==> config.mk <==
export PLATFORM = sky130hd
export DESIGN_NAME = operand_fetch_flat
export DESIGN_NICKNAME = d
export VERILOG_FILES = /design/src/rtl/argon_pkg.sv /design/src/rtl/operand_fetch_if.sv /design/src/rtl/operand_scoreboard.sv /design/src/rtl/operand_fetch.sv /design/src/flat_wrapper.sv
export SDC_FILE = /design/constraint.sdc
export NUM_CORES = 1
export LEC_CHECK = 0
export ABC_AREA = 1
export BUFFER_PORTS_ARGS = -buffer_cell sky130_fd_sc_hd__buf_4
export CORE_ASPECT_RATIO = 1.1
export CORE_MARGIN = 5
export CORE_UTILIZATION = 45
export DETAILED_ROUTE_END_ITERATION = 7
export GPL_TIMING_DRIVEN = 0
export PLACE_DENSITY = 0.73
export SYNTH_ARGS = -nofsm -noshare
export SYNTH_HDL_FRONTEND = slang
export SYNTH_HIERARCHICAL = 1
export SYNTH_SLANG_ARGS = --single-unit
==> constraint.sdc <==
create_clock -name i_clk -period 5.93 [get_ports i_clk]
set_input_delay 0.8895 -clock i_clk [delete_from_list [all_inputs] [get_ports i_clk]]
set_output_delay 0.8895 -clock i_clk [all_outputs]
set_load 0.005 [all_outputs]
==> src/rtl/argon_pkg.sv <==
// Shared definitions for the argon operand-fetch slice: data width default,
// register index width and the operand-stage FSM encoding.
package argon_pkg;

  localparam int XLEN_DEFAULT = 32;
  localparam int REG_ADDR_W   = 5;
  localparam int NUM_REGS     = 1 << REG_ADDR_W;

  typedef enum logic [1:0] {
    IDLE   = 2'd0,
    ISSUED = 2'd1,
    STALL  = 2'd2
  } of_state_t;

endpackage

==> src/rtl/operand_fetch_if.sv <==
// Bundle of decode, register-file, writeback and execute signals around the
// operand stage, plus debug visibility of the FSM state and scoreboard.
interface operand_fetch_if #(
    parameter int XLEN = argon_pkg::XLEN_DEFAULT
);
    // Handshakes: a transfer happens on a rising edge where valid and ready are
    // both high; valid never waits on ready, and a held o_ex_valid keeps all ex
    // outputs stable until i_ex_ready. An i_flush cycle cancels the transfer.
    logic                                 i_dec_valid;
    logic                                 o_dec_ready;
    logic [argon_pkg::REG_ADDR_W-1:0]     i_dec_rs1;
    logic [argon_pkg::REG_ADDR_W-1:0]     i_dec_rs2;
    logic [argon_pkg::REG_ADDR_W-1:0]     i_dec_rd;
    logic                                 i_dec_wr;
    logic [argon_pkg::REG_ADDR_W-1:0]     o_rf_selA;
    logic [argon_pkg::REG_ADDR_W-1:0]     o_rf_selB;
    logic [XLEN-1:0]                      i_rf_portA;
    logic [XLEN-1:0]                      i_rf_portB;
    logic                                 i_wb_valid;
    logic [argon_pkg::REG_ADDR_W-1:0]     i_wb_rd;
    logic [XLEN-1:0]                      i_wb_data;
    logic                                 o_ex_valid;
    logic                                 i_ex_ready;
    logic [XLEN-1:0]                      o_ex_opA;
    logic [XLEN-1:0]                      o_ex_opB;
    logic [argon_pkg::REG_ADDR_W-1:0]     o_ex_rd;
    logic                                 o_ex_wr;
    logic                                 i_flush;
    argon_pkg::of_state_t                 dbg_state;
    logic [argon_pkg::NUM_REGS-1:0]       dbg_pending;

    modport slave (
        input  i_dec_valid, i_dec_rs1, i_dec_rs2, i_dec_rd, i_dec_wr,
        input  i_rf_portA, i_rf_portB, i_wb_valid, i_wb_rd, i_wb_data,
        input  i_ex_ready, i_flush,
        output o_dec_ready, o_rf_selA, o_rf_selB,
        output o_ex_valid, o_ex_opA, o_ex_opB, o_ex_rd, o_ex_wr,
        output dbg_state, dbg_pending
    );

    modport master (
        output i_dec_valid, i_dec_rs1, i_dec_rs2, i_dec_rd, i_dec_wr,
        output i_rf_portA, i_rf_portB, i_wb_valid, i_wb_rd, i_wb_data,
        output i_ex_ready, i_flush,
        input  o_dec_ready, o_rf_selA, o_rf_selB,
        input  o_ex_valid, o_ex_opA, o_ex_opB, o_ex_rd, o_ex_wr,
        input  dbg_state, dbg_pending
    );

endinterface

==> src/rtl/operand_scoreboard.sv <==
// Pending-write scoreboard for x1..x31; queries already see a same-cycle
// writeback clear so a hazard resolves in the cycle its data arrives.
module operand_scoreboard
    import argon_pkg::*;
(
    input  logic                    i_clk,
    input  logic                    i_reset,
    input  logic                    set_en,
    input  logic [REG_ADDR_W-1:0]   set_idx,
    input  logic                    clr_en,
    input  logic [REG_ADDR_W-1:0]   clr_idx,
    input  logic                    flush_en,
    input  logic [REG_ADDR_W-1:0]   flush_idx,
    input  logic [REG_ADDR_W-1:0]   q1_idx,
    input  logic [REG_ADDR_W-1:0]   q2_idx,
    input  logic [REG_ADDR_W-1:0]   q3_idx,
    output logic                    q1_busy,
    output logic                    q2_busy,
    output logic                    q3_busy,
    output logic [NUM_REGS-1:0]     pending
);

    logic [NUM_REGS-1:0] pend_q;
    logic [NUM_REGS-1:0] pend_d;

    assign q1_busy = pend_q[q1_idx] && !(clr_en && (clr_idx == q1_idx));
    assign q2_busy = pend_q[q2_idx] && !(clr_en && (clr_idx == q2_idx));
    assign q3_busy = pend_q[q3_idx] && !(clr_en && (clr_idx == q3_idx));
    assign pending = pend_q;

    // A new claim on an index outranks a writeback retiring the older claim.
    always_comb begin
        pend_d = pend_q;
        if (clr_en)   pend_d[clr_idx]   = 1'b0;
        if (flush_en) pend_d[flush_idx] = 1'b0;
        if (set_en)   pend_d[set_idx]   = 1'b1;
        pend_d[0] = 1'b0;
    end

    always_ff @(posedge i_clk or posedge i_reset) begin
        if (i_reset) pend_q <= '0;
        else         pend_q <= pend_d;
    end

endmodule

==> src/rtl/operand_fetch.sv <==
// Operand stage: reads the register file, resolves hazards through the
// scoreboard and a writeback bypass, and presents operands to execute.
module operand_fetch
    import argon_pkg::*;
#(
    parameter int XLEN = XLEN_DEFAULT
) (
    input  logic            i_clk,
    input  logic            i_reset,
    operand_fetch_if.slave  bus
);

    of_state_t              state;
    logic                   ex_valid_q;
    logic [REG_ADDR_W-1:0]  ex_rd_q;
    logic                   ex_wr_q;
    logic                   a_zero_q, b_zero_q;
    logic                   byp_a_v_q, byp_b_v_q;
    logic [XLEN-1:0]        byp_a_q, byp_b_q;
    logic [XLEN-1:0]        hold_a_q, hold_b_q;
    logic [XLEN-1:0]        issue_a, issue_b;
    logic                   busy1, busy2, busy3;
    logic                   hazard, accept, flush_held, byp_a_hit, byp_b_hit;

    operand_scoreboard u_scoreboard (
        .i_clk     (i_clk),
        .i_reset   (i_reset),
        .set_en    (accept && bus.i_dec_wr && (bus.i_dec_rd != '0)),
        .set_idx   (bus.i_dec_rd),
        .clr_en    (bus.i_wb_valid),
        .clr_idx   (bus.i_wb_rd),
        .flush_en  (flush_held),
        .flush_idx (ex_rd_q),
        .q1_idx    (bus.i_dec_rs1),
        .q2_idx    (bus.i_dec_rs2),
        .q3_idx    (bus.i_dec_rd),
        .q1_busy   (busy1),
        .q2_busy   (busy2),
        .q3_busy   (busy3),
        .pending   (bus.dbg_pending)
    );

    assign bus.o_rf_selA = bus.i_dec_rs1;
    assign bus.o_rf_selB = bus.i_dec_rs2;

    assign hazard      = busy1 || busy2 || (busy3 && bus.i_dec_wr);
    assign bus.o_dec_ready = !hazard && !bus.i_flush && ((state == IDLE) || bus.i_ex_ready);
    assign accept      = bus.i_dec_valid && bus.o_dec_ready;
    assign flush_held  = bus.i_flush && (state != IDLE) && ex_wr_q;
    assign byp_a_hit   = bus.i_wb_valid && (bus.i_wb_rd == bus.i_dec_rs1) && (bus.i_dec_rs1 != '0);
    assign byp_b_hit   = bus.i_wb_valid && (bus.i_wb_rd == bus.i_dec_rs2) && (bus.i_dec_rs2 != '0);

    // The register file was read before the accept-cycle writeback landed,
    // so the latched bypass value takes precedence over the read port.
    assign issue_a = a_zero_q ? '0 : (byp_a_v_q ? byp_a_q : bus.i_rf_portA);
    assign issue_b = b_zero_q ? '0 : (byp_b_v_q ? byp_b_q : bus.i_rf_portB);

    assign bus.o_ex_valid = ex_valid_q;
    assign bus.o_ex_opA   = (state == ISSUED) ? issue_a : hold_a_q;
    assign bus.o_ex_opB   = (state == ISSUED) ? issue_b : hold_b_q;
    assign bus.o_ex_rd    = ex_rd_q;
    assign bus.o_ex_wr    = ex_wr_q;
    assign bus.dbg_state  = state;

    always_ff @(posedge i_clk or posedge i_reset) begin
        if (i_reset) begin
            state      <= IDLE;
            ex_valid_q <= 1'b0;
            ex_rd_q    <= '0;
            ex_wr_q    <= 1'b0;
            a_zero_q   <= 1'b0;
            b_zero_q   <= 1'b0;
            byp_a_v_q  <= 1'b0;
            byp_b_v_q  <= 1'b0;
            byp_a_q    <= '0;
            byp_b_q    <= '0;
            hold_a_q   <= '0;
            hold_b_q   <= '0;
        end else begin
            if (accept) begin
                ex_rd_q   <= bus.i_dec_rd;
                ex_wr_q   <= bus.i_dec_wr;
                a_zero_q  <= (bus.i_dec_rs1 == '0);
                b_zero_q  <= (bus.i_dec_rs2 == '0);
                byp_a_v_q <= byp_a_hit;
                byp_b_v_q <= byp_b_hit;
                byp_a_q   <= byp_a_hit ? bus.i_wb_data : '0;
                byp_b_q   <= byp_b_hit ? bus.i_wb_data : '0;
            end
            case (state)
                IDLE: begin
                    if (accept) begin
                        state      <= ISSUED;
                        ex_valid_q <= 1'b1;
                    end
                end
                ISSUED, STALL: begin
                    if (bus.i_flush) begin
                        state      <= IDLE;
                        ex_valid_q <= 1'b0;
                    end else if (bus.i_ex_ready) begin
                        state      <= accept ? ISSUED : IDLE;
                        ex_valid_q <= accept;
                    end else if (state == ISSUED) begin
                        // Read ports move on with the next select; freeze operands.
                        hold_a_q <= issue_a;
                        hold_b_q <= issue_b;
                        state    <= STALL;
                    end
                end
                default: begin
                    state      <= IDLE;
                    ex_valid_q <= 1'b0;
                end
            endcase
        end
    end

endmodule

==> src/flat_wrapper.sv <==
// flat-port wrapper written by rule: the top's interface ports become plain ports
module operand_fetch_flat import argon_pkg::*;
#(
    parameter int XLEN = XLEN_DEFAULT
)
  (i_clk, i_reset, bus_i_dec_valid, bus_i_dec_rs1, bus_i_dec_rs2, bus_i_dec_rd, bus_i_dec_wr, bus_i_rf_portA, bus_i_rf_portB, bus_i_wb_valid, bus_i_wb_rd, bus_i_wb_data, bus_i_ex_ready, bus_i_flush, bus_o_dec_ready, bus_o_rf_selA, bus_o_rf_selB, bus_o_ex_valid, bus_o_ex_opA, bus_o_ex_opB, bus_o_ex_rd, bus_o_ex_wr, bus_dbg_state, bus_dbg_pending);
  operand_fetch_if #(.XLEN(XLEN)) bus_i ();
  input  logic i_clk;
  input  logic i_reset;
  input wire logic [$bits(bus_i.i_dec_valid)-1:0] bus_i_dec_valid;
  input wire logic [$bits(bus_i.i_dec_rs1)-1:0] bus_i_dec_rs1;
  input wire logic [$bits(bus_i.i_dec_rs2)-1:0] bus_i_dec_rs2;
  input wire logic [$bits(bus_i.i_dec_rd)-1:0] bus_i_dec_rd;
  input wire logic [$bits(bus_i.i_dec_wr)-1:0] bus_i_dec_wr;
  input wire logic [$bits(bus_i.i_rf_portA)-1:0] bus_i_rf_portA;
  input wire logic [$bits(bus_i.i_rf_portB)-1:0] bus_i_rf_portB;
  input wire logic [$bits(bus_i.i_wb_valid)-1:0] bus_i_wb_valid;
  input wire logic [$bits(bus_i.i_wb_rd)-1:0] bus_i_wb_rd;
  input wire logic [$bits(bus_i.i_wb_data)-1:0] bus_i_wb_data;
  input wire logic [$bits(bus_i.i_ex_ready)-1:0] bus_i_ex_ready;
  input wire logic [$bits(bus_i.i_flush)-1:0] bus_i_flush;
  output wire logic [$bits(bus_i.o_dec_ready)-1:0] bus_o_dec_ready;
  output wire logic [$bits(bus_i.o_rf_selA)-1:0] bus_o_rf_selA;
  output wire logic [$bits(bus_i.o_rf_selB)-1:0] bus_o_rf_selB;
  output wire logic [$bits(bus_i.o_ex_valid)-1:0] bus_o_ex_valid;
  output wire logic [$bits(bus_i.o_ex_opA)-1:0] bus_o_ex_opA;
  output wire logic [$bits(bus_i.o_ex_opB)-1:0] bus_o_ex_opB;
  output wire logic [$bits(bus_i.o_ex_rd)-1:0] bus_o_ex_rd;
  output wire logic [$bits(bus_i.o_ex_wr)-1:0] bus_o_ex_wr;
  output wire logic [$bits(bus_i.dbg_state)-1:0] bus_dbg_state;
  output wire logic [$bits(bus_i.dbg_pending)-1:0] bus_dbg_pending;
  assign bus_i.i_dec_valid = bus_i_dec_valid;
  assign bus_i.i_dec_rs1 = bus_i_dec_rs1;
  assign bus_i.i_dec_rs2 = bus_i_dec_rs2;
  assign bus_i.i_dec_rd = bus_i_dec_rd;
  assign bus_i.i_dec_wr = bus_i_dec_wr;
  assign bus_i.i_rf_portA = bus_i_rf_portA;
  assign bus_i.i_rf_portB = bus_i_rf_portB;
  assign bus_i.i_wb_valid = bus_i_wb_valid;
  assign bus_i.i_wb_rd = bus_i_wb_rd;
  assign bus_i.i_wb_data = bus_i_wb_data;
  assign bus_i.i_ex_ready = bus_i_ex_ready;
  assign bus_i.i_flush = bus_i_flush;
  assign bus_o_dec_ready = bus_i.o_dec_ready;
  assign bus_o_rf_selA = bus_i.o_rf_selA;
  assign bus_o_rf_selB = bus_i.o_rf_selB;
  assign bus_o_ex_valid = bus_i.o_ex_valid;
  assign bus_o_ex_opA = bus_i.o_ex_opA;
  assign bus_o_ex_opB = bus_i.o_ex_opB;
  assign bus_o_ex_rd = bus_i.o_ex_rd;
  assign bus_o_ex_wr = bus_i.o_ex_wr;
  assign bus_dbg_state = bus_i.dbg_state;
  assign bus_dbg_pending = bus_i.dbg_pending;
  operand_fetch #(.XLEN(XLEN)) u_core (.i_clk(i_clk), .i_reset(i_reset), .bus(bus_i));
endmodule
# Yosys cells after proc, flatten, opt, wreduce, memory -nomap -nowiden
# Cells that the tools add are included.
[totals]
regBits = 172
output_inout_bits = 116
[op_classes]
n_mux = 33
bitwise_logic = 7
n_eq_ne = 8
n_lt_le_gt_ge = 8
reduce_logical = 38
[op_table]
columns = ["op", "n"]
rows = [
  ["$mux 32", 11],
  ["$and 32x32->32", 2],
  ["$not 32->32", 2],
  ["$or 32x32->32", 1],
  ["$lt 5x6->1 const B", 5],
  ["$logic_and 1x1->1", 19],
  ["$bmux 1 s5", 3],
  ["$demux 1 s5", 3],
  ["$eq 5x5->1", 3],
  ["$ge 5x1->1 const B", 3],
  ["$reduce_bool 5->1", 3],
  ["$logic_not 5->1", 2],
  ["$mux 1", 10],
  ["$mux 2", 4],
  ["$logic_not 1->1", 5],
  ["$ne 4x3->1 const B", 1],
  ["$pmux 2 s2", 1],
  ["$reduce_and 2->1", 2],
  ["$logic_or 1x1->1", 3],
  ["$ne 3x3->1 const B", 1],
  ["$reduce_and 3->1", 1],
  ["$eq 2x1->1 const B", 1],
  ["$eq 2x2->1 const B", 1],
  ["$logic_not 2->1", 1],
  ["5 further kinds", 6],
]

# Longest topological paths before layout
# Gate-level depths: netlist of the first run.
[depth]
word_depth = 14
mapped_depth = 19
depth_no_buf = 18

# Hierarchy
# The synthesis of the first run kept the hierarchy.
[by_module_without_submodules]
columns = ["mod", "n_inst", "area_each_um2", "cells_per_inst"]
rows = [
  ["operand_fetch", 1, 7247.0, 903],
  ["operand_scoreboard", 1, 2718.9, 425],
]

# Least setup slack after synthesis of the first run
# OpenSTA, ideal clock, no wires.
[synth_path]
path_kind = "input to register"
start = "input port bus_i_wb_rd[4]"
end = "register u_core.u_scoreboard.pend_q[11], in the netlist u_core/u_scoreboard/pending[11]"
stages = 15
n_path_buf = 1
path_slack_ps = 3123
arrival_time_ps = 2724
path_cell_list = "buf_2 -> xor2_1 -> nor3_1 -> nand3_1 -> nand2_1 -> nor2_1 -> nor2_1 -> nand2_1 -> inv_1 -> nand2_1 -> nor2_2 -> nand2_1 -> a21oi_1 -> nand3_1 -> o21ai_0"
[synth_between]
elab_chain_len = 13
elab_cells_between_ends = 33
[synth_rtl]
columns = ["item", "line", "source"]
rows = [
  ["from (decl)", "flat_wrapper.sv:18", "input wire logic [$bits(bus_i.i_wb_rd)-1:0] bus_i_wb_rd;"],
  ["$eq 5x5->1", "operand_scoreboard.sv:26", "assign q1_busy = pend_q[q1_idx] && !(clr_en && (clr_idx == q1_idx));"],
  ["$logic_and 1x1->1", "operand_scoreboard.sv:26", ""],
  ["$logic_not 1->1", "operand_scoreboard.sv:26", ""],
  ["$logic_and 1x1->1", "operand_scoreboard.sv:26", ""],
  ["named net u_core.busy1", "operand_fetch.sv:22", "logic busy1, busy2, busy3;"],
  ["$logic_or 1x1->1 (2 in a row)", "operand_fetch.sv:46", "assign hazard = busy1 || busy2 || (busy3 && bus.i_dec_wr);"],
  ["$logic_not 1->1", "operand_fetch.sv:47", "assign bus.o_dec_ready = !hazard && !bus.i_flush && ((state == IDLE) || bus.i_ex_ready);"],
  ["$logic_and 1x1->1 (2 in a row)", "operand_fetch.sv:47", ""],
  ["$logic_and 1x1->1", "operand_fetch.sv:48", "assign accept = bus.i_dec_valid && bus.o_dec_ready;"],
  ["$logic_and 1x1->1 (2 in a row)", "operand_fetch.sv:28", ".set_en (accept && bus.i_dec_wr && (bus.i_dec_rd != '0)),"],
  ["$mux 32", "operand_scoreboard.sv:36", "if (set_en) pend_d[set_idx] = 1'b1;"],
  ["named net u_core.u_scoreboard.pend_d[11]", "operand_scoreboard.sv:24", "logic [NUM_REGS-1:0] pend_d;"],
  ["to (signal assigned)", "operand_scoreboard.sv:42", "else pend_q <= pend_d;"],
  ["to (decl)", "operand_scoreboard.sv:23", "logic [NUM_REGS-1:0] pend_q;"],
]
# The timed path passes the listed nets, and every way through them passes these cells.
# A chain may end at the register's enable or synchronous reset.

# Worst setup path in the final report of the first run
[layout_path]
start = "input port bus_i_dec_rd[1]"
end = "register u_core.u_scoreboard.pend_q[17], in the netlist u_core/u_scoreboard/pending[17]"
[layout_between]
elab_chain_len = 13
elab_cells_between_ends = 22
[layout_rtl]
columns = ["item", "line", "source"]
rows = [
  ["from (decl)", "flat_wrapper.sv:13", "input wire logic [$bits(bus_i.i_dec_rd)-1:0] bus_i_dec_rd;"],
  ["parallel branches: the longest is 3 deep, another holds $bmux 1 s5", "-", ""],
  ["$logic_and 1x1->1 *", "operand_scoreboard.sv:28", "assign q3_busy = pend_q[q3_idx] && !(clr_en && (clr_idx == q3_idx));"],
  ["named net u_core.busy3", "operand_fetch.sv:22", ""],
  ["$logic_and 1x1->1 *", "operand_fetch.sv:46", ""],
  ["$logic_or 1x1->1 *", "operand_fetch.sv:46", ""],
  ["$logic_not 1->1 *", "operand_fetch.sv:47", ""],
  ["$logic_and 1x1->1 * (2 in a row)", "operand_fetch.sv:47", ""],
  ["$logic_and 1x1->1 *", "operand_fetch.sv:48", ""],
  ["$logic_and 1x1->1 * (2 in a row)", "operand_fetch.sv:28", ""],
  ["$mux 32 *", "operand_scoreboard.sv:36", ""],
  ["named net u_core.u_scoreboard.pend_d[17]", "operand_scoreboard.sv:24", ""],
]
# Mark *: on every way through the listed nets, which the timed path passes. The select of a mux whose other input is x is not followed.

==> impl_metrics.json, run 1 <==
{
  "num_rows": 57,
  "port_buffers": 237,
  "drtPass1Iterations": 8,
  "fmax_mhz": 279.8,
  "critPathArrivalTime_ns": 3.91,
  "synth_area_per_cell_um2": 7.504,
  "cts_tree": "yes",
  "place_area_um2": 12150,
  "cp_cell_sequence": "buf_4, buf_4, inv_2, nand3_1, nand2_1, nand2_1, nand3_1, nand3_1, nand2_1, nor2_1, nand2_1, nand2_1, inv_1, nand2_1, nor2_2, nand2_1, a21oi_1, nand3_1, o21ai_0",
  "dp.cells": 1861,
  "grt_pass1_vias": 10399,
  "ys_ff_latch": 172,
  "start_util": 0.4537,
  "syn_nets": 1455,
  "dp_hpwl_um": 27930,
  "die-height_um": 166.1,
  "syn_area_um2": 9966,
  "nNetsFinal": 1713,
  "place_congestion": 0.9459,
  "vias": 10668,
  "cts_root_buf": "clkbuf_16",
  "seq_area_frac_synth": 0.4319,
  "cp_slowest_cell": "nor2_2",
  "cts_made_buffers": 17,
  "cp-start-kind": "input pin",
  "slew_headroom": 0.5102,
  "worstPathMaxFanout": 10,
  "totalWireLength_um": 37350,
  "drt-wirelength-per-cell_um": 19.72,
  "clkTransAtPathRegs_ns": 0.07,
  "syn_to_final_growth_pct": 27.97,
  "crit_type": "in -> reg",
  "drt-vias-per-instance": 5.633,
  "core_um2": 21970,
  "power.total_w": 0.004992,
  "pin_count": 239,
  "dieArea_um2": 25230,
  "final_area_um2": 12750,
  "post_cts_buffers": 0,
  "grt_pass1_wl_um": 57970,
  "setup_viol": 0,
  "synth_warnings": 6,
  "final-max-slew-violation-count": 0,
  "fin_tns_setup_ns": 0,
  "synth_cell_type_count": 31,
  "fin_crit_sh": 0.6026,
  "diodes": 0,
  "slowest_delay_ns": 0.42,
  "hold_class": "in -> async",
  "path_common_cell": "nand2_1",
  "drt_iter0_markers": 1237,
  "vdd_drop_max_uv": 216.3,
  "cts_resized": 0,
  "worst_pin_slew_ns": 0.7348,
  "p_leak_nw": 6.593,
  "antenna_found_initial": 0,
  "period_minus_slack_ns": 3.573,
  "drv_cap": 0,
  "drc": 0,
  "rsz0062_at_grt": "no",
  "track_usage": 0.2874,
  "cp.required_ns": 6.26,
  "drive_above_1_share": 0.2308,
  "die_x_um": 151.9,
  "ant_nets": 0,
  "finalClockSkew_ns": 0.01445,
  "hold_buffers": 0,
  "final_cells": 1894,
  "hold_viol": 0,
  "end_kind": "flip-flop",
  "cts.sinks": 172,
  "cts-htree-levels": 4,
  "power.density_nw_per_um2": 391.4,
  "run_status": "finished, final reports clean",
  "overflow": 0,
  "netlist_instances": 1328,
  "grt_max_degree": 85,
  "clock_path_buffers": 2,
  "clk_latency_ns": 0.43
}
==> state kept, by name, summed over array words and instances, names as in the netlist, 2 cells and up <==
signal / cells
u_core/bus.dbg_state: 2
u_core/hold_a_q: 32
u_core/byp_b_q: 32
u_core/hold_b_q: 32
u_core/u_scoreboard/pending: 31
u_core/bus.o_ex_rd: 5
u_core/byp_a_q: 32
==> cell usage after synthesis (all sizes together) <==
master   number  area share
a21oi        18      0.0090
buf          73       0.049
clkbuf       14      0.0055
conb          1     0.00038
dfrtp       172        0.43
ha            4      0.0050
inv         144       0.054
nand2       342        0.13
nand3       168       0.086
nand3b        1     0.00075
nand4         1     0.00063
nor2         98       0.041
nor3          5      0.0025
nor4          1     0.00063
o2111ai       2      0.0018
o211ai       10      0.0080
o21a         61       0.046
o21ai       107       0.054
o221ai       31       0.027
o22ai        68       0.043
or2           3      0.0019
xor2          4      0.0035
==> area by class of cell <==
type	count	area [µm²]
Fill cell	2103	9213
Multi-Input combinational cell	925	4573
Sequential cell	172	4304
Timing Repair Buffer	239	1834
Buffer	87	548.0
Inverter	144	545.5
Clock buffer	17	425.4
Tap cell	295	369.1
Clock inverter	15	153.9
==> final timing paths <==
kind,start,end,slack [ns],cells after the start
setup / recovery,bus_i_dec_rd[1],u_core/u_scoreboard/pending[17],2.36,19
hold / removal,i_reset,u_core/u_scoreboard/pending[14],0.48,2
setup reg to reg,u_core/u_scoreboard/pending[25],u_core/u_scoreboard/pending[17],2.61,17
hold reg to reg,u_core/byp_a_q[21],u_core/byp_a_q[21],0.48,2
max in group asynchronous,i_reset,u_core/byp_a_q[5],4.59,3
min in group i_clk,u_core/byp_a_q[21],u_core/byp_a_q[21],0.48,2
==> metal layers <==
| layer | up-vias | global-route usage | share of wire | wire length, µm |
|---|---|---|---|---|
| met5 | - | 0 | 0 | 0 |
| met4 | 0 | 0.1145 | 0.039 | 1440 |
| met3 | 91 | 0.06020 | 0.086 | 3227 |
| met2 | 575 | 0.4718 | 0.48 | 17990 |
| met1 | 5070 | 0.3729 | 0.39 | 14690 |
| li1 | 4932 | - | - | - |
==> layout by cell type (no fill, tap or decap), types with 2 or more instances in the layout <==
cell,n
o2111ai_1,2
clkbuf_2,2
ha_1,4
buf_16,2
o21ai_1,25
clkbuf_1,12
a21oi_1,18
inv_8,5
inv_1,135
nor2_1,89
o21a_1,61
nand3_1,167
dfrtp_1,172
o211ai_1,9
or2_2,3
clkinv_4,4
nand2_1,342
clkinv_8,2
nor2_2,6
buf_2,40
inv_6,3
o22ai_1,68
buf_4,258
o21ai_0,82
nor3_1,5
nor2_4,3
o221ai_1,31
inv_2,8
buf_6,12
xor2_1,4
clkbuf_16,17
==> worst max-delay path, delay by kind of cell <==
| kind | cells | cell delay (ns) |
|---|---|---|
| and+or+nand+nor | 13 | 1.77 |
| AOI/OAI and AO/OA | 2 | 0.64 |
| buffers and inverters | 4 | 0.59 |
==> report_power, final <==
| part | internal, W | switching, W |
|---|---|---|
| Sequential | 0.00143 | 0.000139 |
| Combinational | 0.00106 | 0.00127 |
| Clock | 0.000562 | 0.000528 |
==> kinds of logic (layout without fill, tap and decap cells) <==
family | count (synthesis) | in the layout | synth area share
AOI/OAI and AO/OA | 297 | 297 | 0.1884
xor gates and xnor gates | 4 | 4 | 0.003515
adders and majority gates | 4 | 4 | 0.005022
buffers and inverters | 231 | 502 | 0.1092
DFF | 172 | 172 | 0.4319
other | 1 | 1 | 0.0003763
and+or+nand+nor | 619 | 619 | 0.2615
==> through the flow <==
stage | utilization | worst slack (ns) | hold WS, ns
floorplan | - | 1.259 | 0.4438
global placement | 0.5515 | -0.4664 | 0.4562
detailed placement | 0.5530 | 2.085 | 0.4603
CTS | 0.5793 | 2.524 | 0.4789
global route | 0.5806 | 2.247 | 0.4951
finish | 0.5806 | 2.357 | 0.4775
Note: power is estimated with default switching activity, not from simulation.
==> run 2: changes to the inputs <==
--- a/config.mk
+++ b/config.mk
@@ -12,7 +12,7 @@
 export CORE_UTILIZATION = 45
 export DETAILED_ROUTE_END_ITERATION = 7
 export GPL_TIMING_DRIVEN = 0
-export PLACE_DENSITY = 0.73
+export PLACE_DENSITY = 0.76
 export SYNTH_ARGS = -nofsm -noshare
 export SYNTH_HDL_FRONTEND = slang
 export SYNTH_HIERARCHICAL = 1
==> constraint.sdc (replaced) <==
create_clock -name i_clk -period 3.2 [get_ports i_clk]
set_input_delay 0.48 -clock i_clk [delete_from_list [all_inputs] [get_ports i_clk]]
set_output_delay 0.48 -clock i_clk [all_outputs]
set_load 0.005 [all_outputs]
==> run 2 against run 1 <==
  * The run now ends with negative setup slack left
  * Routed wire length fell by 0.24%
  * Die area is the same
  * Setup slack got worse by 2.4 ns
  * Count of clock-buffer cells in the layout is 1 higher
  * Final area up 0.34%
  * Core utilization rose by 0.20 points
==> impl_metrics.json, run 2 (synthesis results as in run 1) <==
{
  "run_status": "finished, violations left",
  "violations": "negative setup slack",
  "nNetsFinal": 1715,
  "p_comb_frac": 0.464,
  "vias": 10752,
  "dieArea_um2": 25230,
  "post-route-util": 0.5826,
  "drive_above_1_share": 0.2324,
  "drc": 0,
  "hold_viol": 0,
  "drt-vias-per-instance": 5.671,
  "cts_tree": "yes",
  "drtPass1Iterations": 6,
  "grt_pass1_wl_um": 58380,
  "cp-start-kind": "flip-flop",
  "vdd_drop_max_uv": 469.6,
  "num_rows": 57,
  "end_kind": "flip-flop",
  "period_minus_slack_ns": 3.229,
  "cts.sinks": 172,
  "die_x_um": 151.9,
  "pwr-share-clk": 0.226,
  "cp.required_ns": 3.53,
  "ant_nets": 0,
  "syn_to_final_growth_pct": 28.41,
  "p_leak_nw": 6.611,
  "switching_share": 0.3860,
  "critPathArrivalTime_ns": 3.56,
  "cp_num_buf_inv": 1,
  "seq_power_share": 0.310,
  "cts_root_buf": "clkbuf_16",
  "clock_path_buffers": 2,
  "worstPathMaxFanout": 10,
  "hold_class": "in -> async",
  "grt_pass1_vias": 10659,
  "internal_power_w": 0.005755,
  "cts-htree-levels": 4,
  "die-height_um": 166.1,
  "hold_buffers": 0,
  "worst_pin_slew_ns": 0.7187,
  "power.density_nw_per_um2": 732.3,
  "final_cell_mix": "nand2_1 (342), buf_4 (259), dfrtp_1 (172)",
  "drt-wirelength-per-cell_um": 19.65,
  "rsz0062_at_grt": "yes",
  "clkTransAtPathRegs_ns": 0.07,
  "port_buffers": 237,
  "setup_viol": 2,
  "finalClockSkew_ns": 0.01389,
  "diodes": 0,
  "antenna_found_initial": 0,
  "clk_latency_ns": 0.44,
  "worst_slack_ns": -0.02942,
  "grt_max_degree": 41,
  "critical_path.top_delay_family": "simple AND/OR/NAND/NOR gates",
  "track_usage": 0.2882,
  "dp.cells": 1863,
  "fin_crit_sh": 1.009,
  "p_sw_w": 0.003617,
  "drv_cap": 0,
  "place_congestion": 0.9403,
  "drt_iter0_markers": 1051,
  "slew_headroom": 0.5198,
  "fmax_mhz": 309.7,
  "crit_type": "reg -> reg",
  "core_um2": 21970,
  "cp_slowest_cell": "dfrtp_1",
  "pin_count": 239,
  "start_util": 0.4537,
  "fillers": 2058,
  "overflow": 0,
  "slowest_delay_ns": 0.41,
  "cp_cell_sequence": "inv_1, nand2_1, nand3_1, nand3_1, nand3_1, nand2_1, nor2_1, nor2_1, nor2_4, nand2_1, nor2_4, nand2_1, a21oi_1, nand3_1, o21ai_0",
  "final_cells": 1896,
  "totalWireLength_um": 37260,
  "dp_hpwl_um": 28050,
  "final_common_cell": "nand2_1",
  "cts_made_buffers": 17,
  "final-max-slew-violation-count": 0
}
-- run 2: changes by cell type in the layout (fill, tap and decap cells not counted), sizes merged --
cell    change
clkbuf      +1
buf         +2
bufinv      +1
clkinv      -2
-- run 2: power groups by stage --
stage,clock [W],sequential (W),combinational [W]
2_1_floorplan,0,0.00286,0.00235
3_3_place_gp,0,0.00293,0.00421
3_5_place_dp,0,0.00293,0.00431
4_1_cts,0.00215,0.00290,0.00433
5_1_grt,0.00225,0.00296,0.00477
6_report,0.00212,0.00291,0.00435
-- run 2: final cells by class --
| cell class | count | area [µm²] | share of cell area |
|---|---|---|---|
| tap | 295 | 369.1 | 0.02884 |
| clock inverter | 14 | 167.7 | 0.01310 |
| timing repair buffer | 241 | 1847 | 0.1443 |
| multi-input combinational | 925 | 4578 | 0.3577 |
| inverter | 144 | 544.3 | 0.04253 |
| clock buffer | 18 | 439.2 | 0.03432 |
| sequential | 172 | 4304 | 0.3363 |
| buffer | 87 | 548.0 | 0.04282 |
-- run 2: per-layer routing --
layer | global-route usage | part of all wire | up-vias
met1 | 0.3607 | 0.39 | 5087
met2 | 0.4677 | 0.47 | 628
met4 | 0.1345 | 0.047 | 0
met3 | 0.07506 | 0.096 | 97
met5 | 0 | 0 | -
li1 | - | - | 4940
-- run 2: repair_timing --
| action | in CTS | in global routing |
|---|---|---|
| gates resized for setup | 0 | 1 |
| endpoints found under the setup margin | 0 | 31 |
| buffers inserted | 0 | 1 |
-- run 2: path summary, 6_finish.rpt --
check                                                 from                         endpoint  slack [ns]  cells past startpoint
setup / recovery           u_core/u_scoreboard/pending[27]  u_core/u_scoreboard/pending[23]       -0.03                     15
hold reg to reg                         u_core/byp_a_q[29]               u_core/byp_a_q[29]        0.48                      2
hold / removal                                     i_reset               u_core/byp_a_q[26]        0.17                      2
max in group asynchronous                          i_reset                u_core/byp_a_q[8]        2.11                      4
min in group i_clk                       bus_i_wb_data[21]               u_core/byp_b_q[21]        0.28                      3
setup reg to reg           u_core/u_scoreboard/pending[27]  u_core/u_scoreboard/pending[23]       -0.03                     15
-- run 2: metrics by stage --
step / power (W) / setup TNS, ns / hold slack, ns / worst slack [ns] / instance area [µm²]
floorplan: 0.005209 / 0 / 0.4438 / 0.8021 / 9970
global placement: 0.007138 / -4.978 / 0.4562 / -0.2142 / 12120
detailed placement: 0.007248 / -5.416 / 0.4609 / -0.2311 / 12180
CTS: 0.009377 / 0 / 0.1672 / 0.05407 / 12780
global route: 0.009972 / -1.229 / 0.2061 / -0.1257 / 12800
finish: 0.009372 / -0.03203 / 0.1654 / -0.02942 / 12800
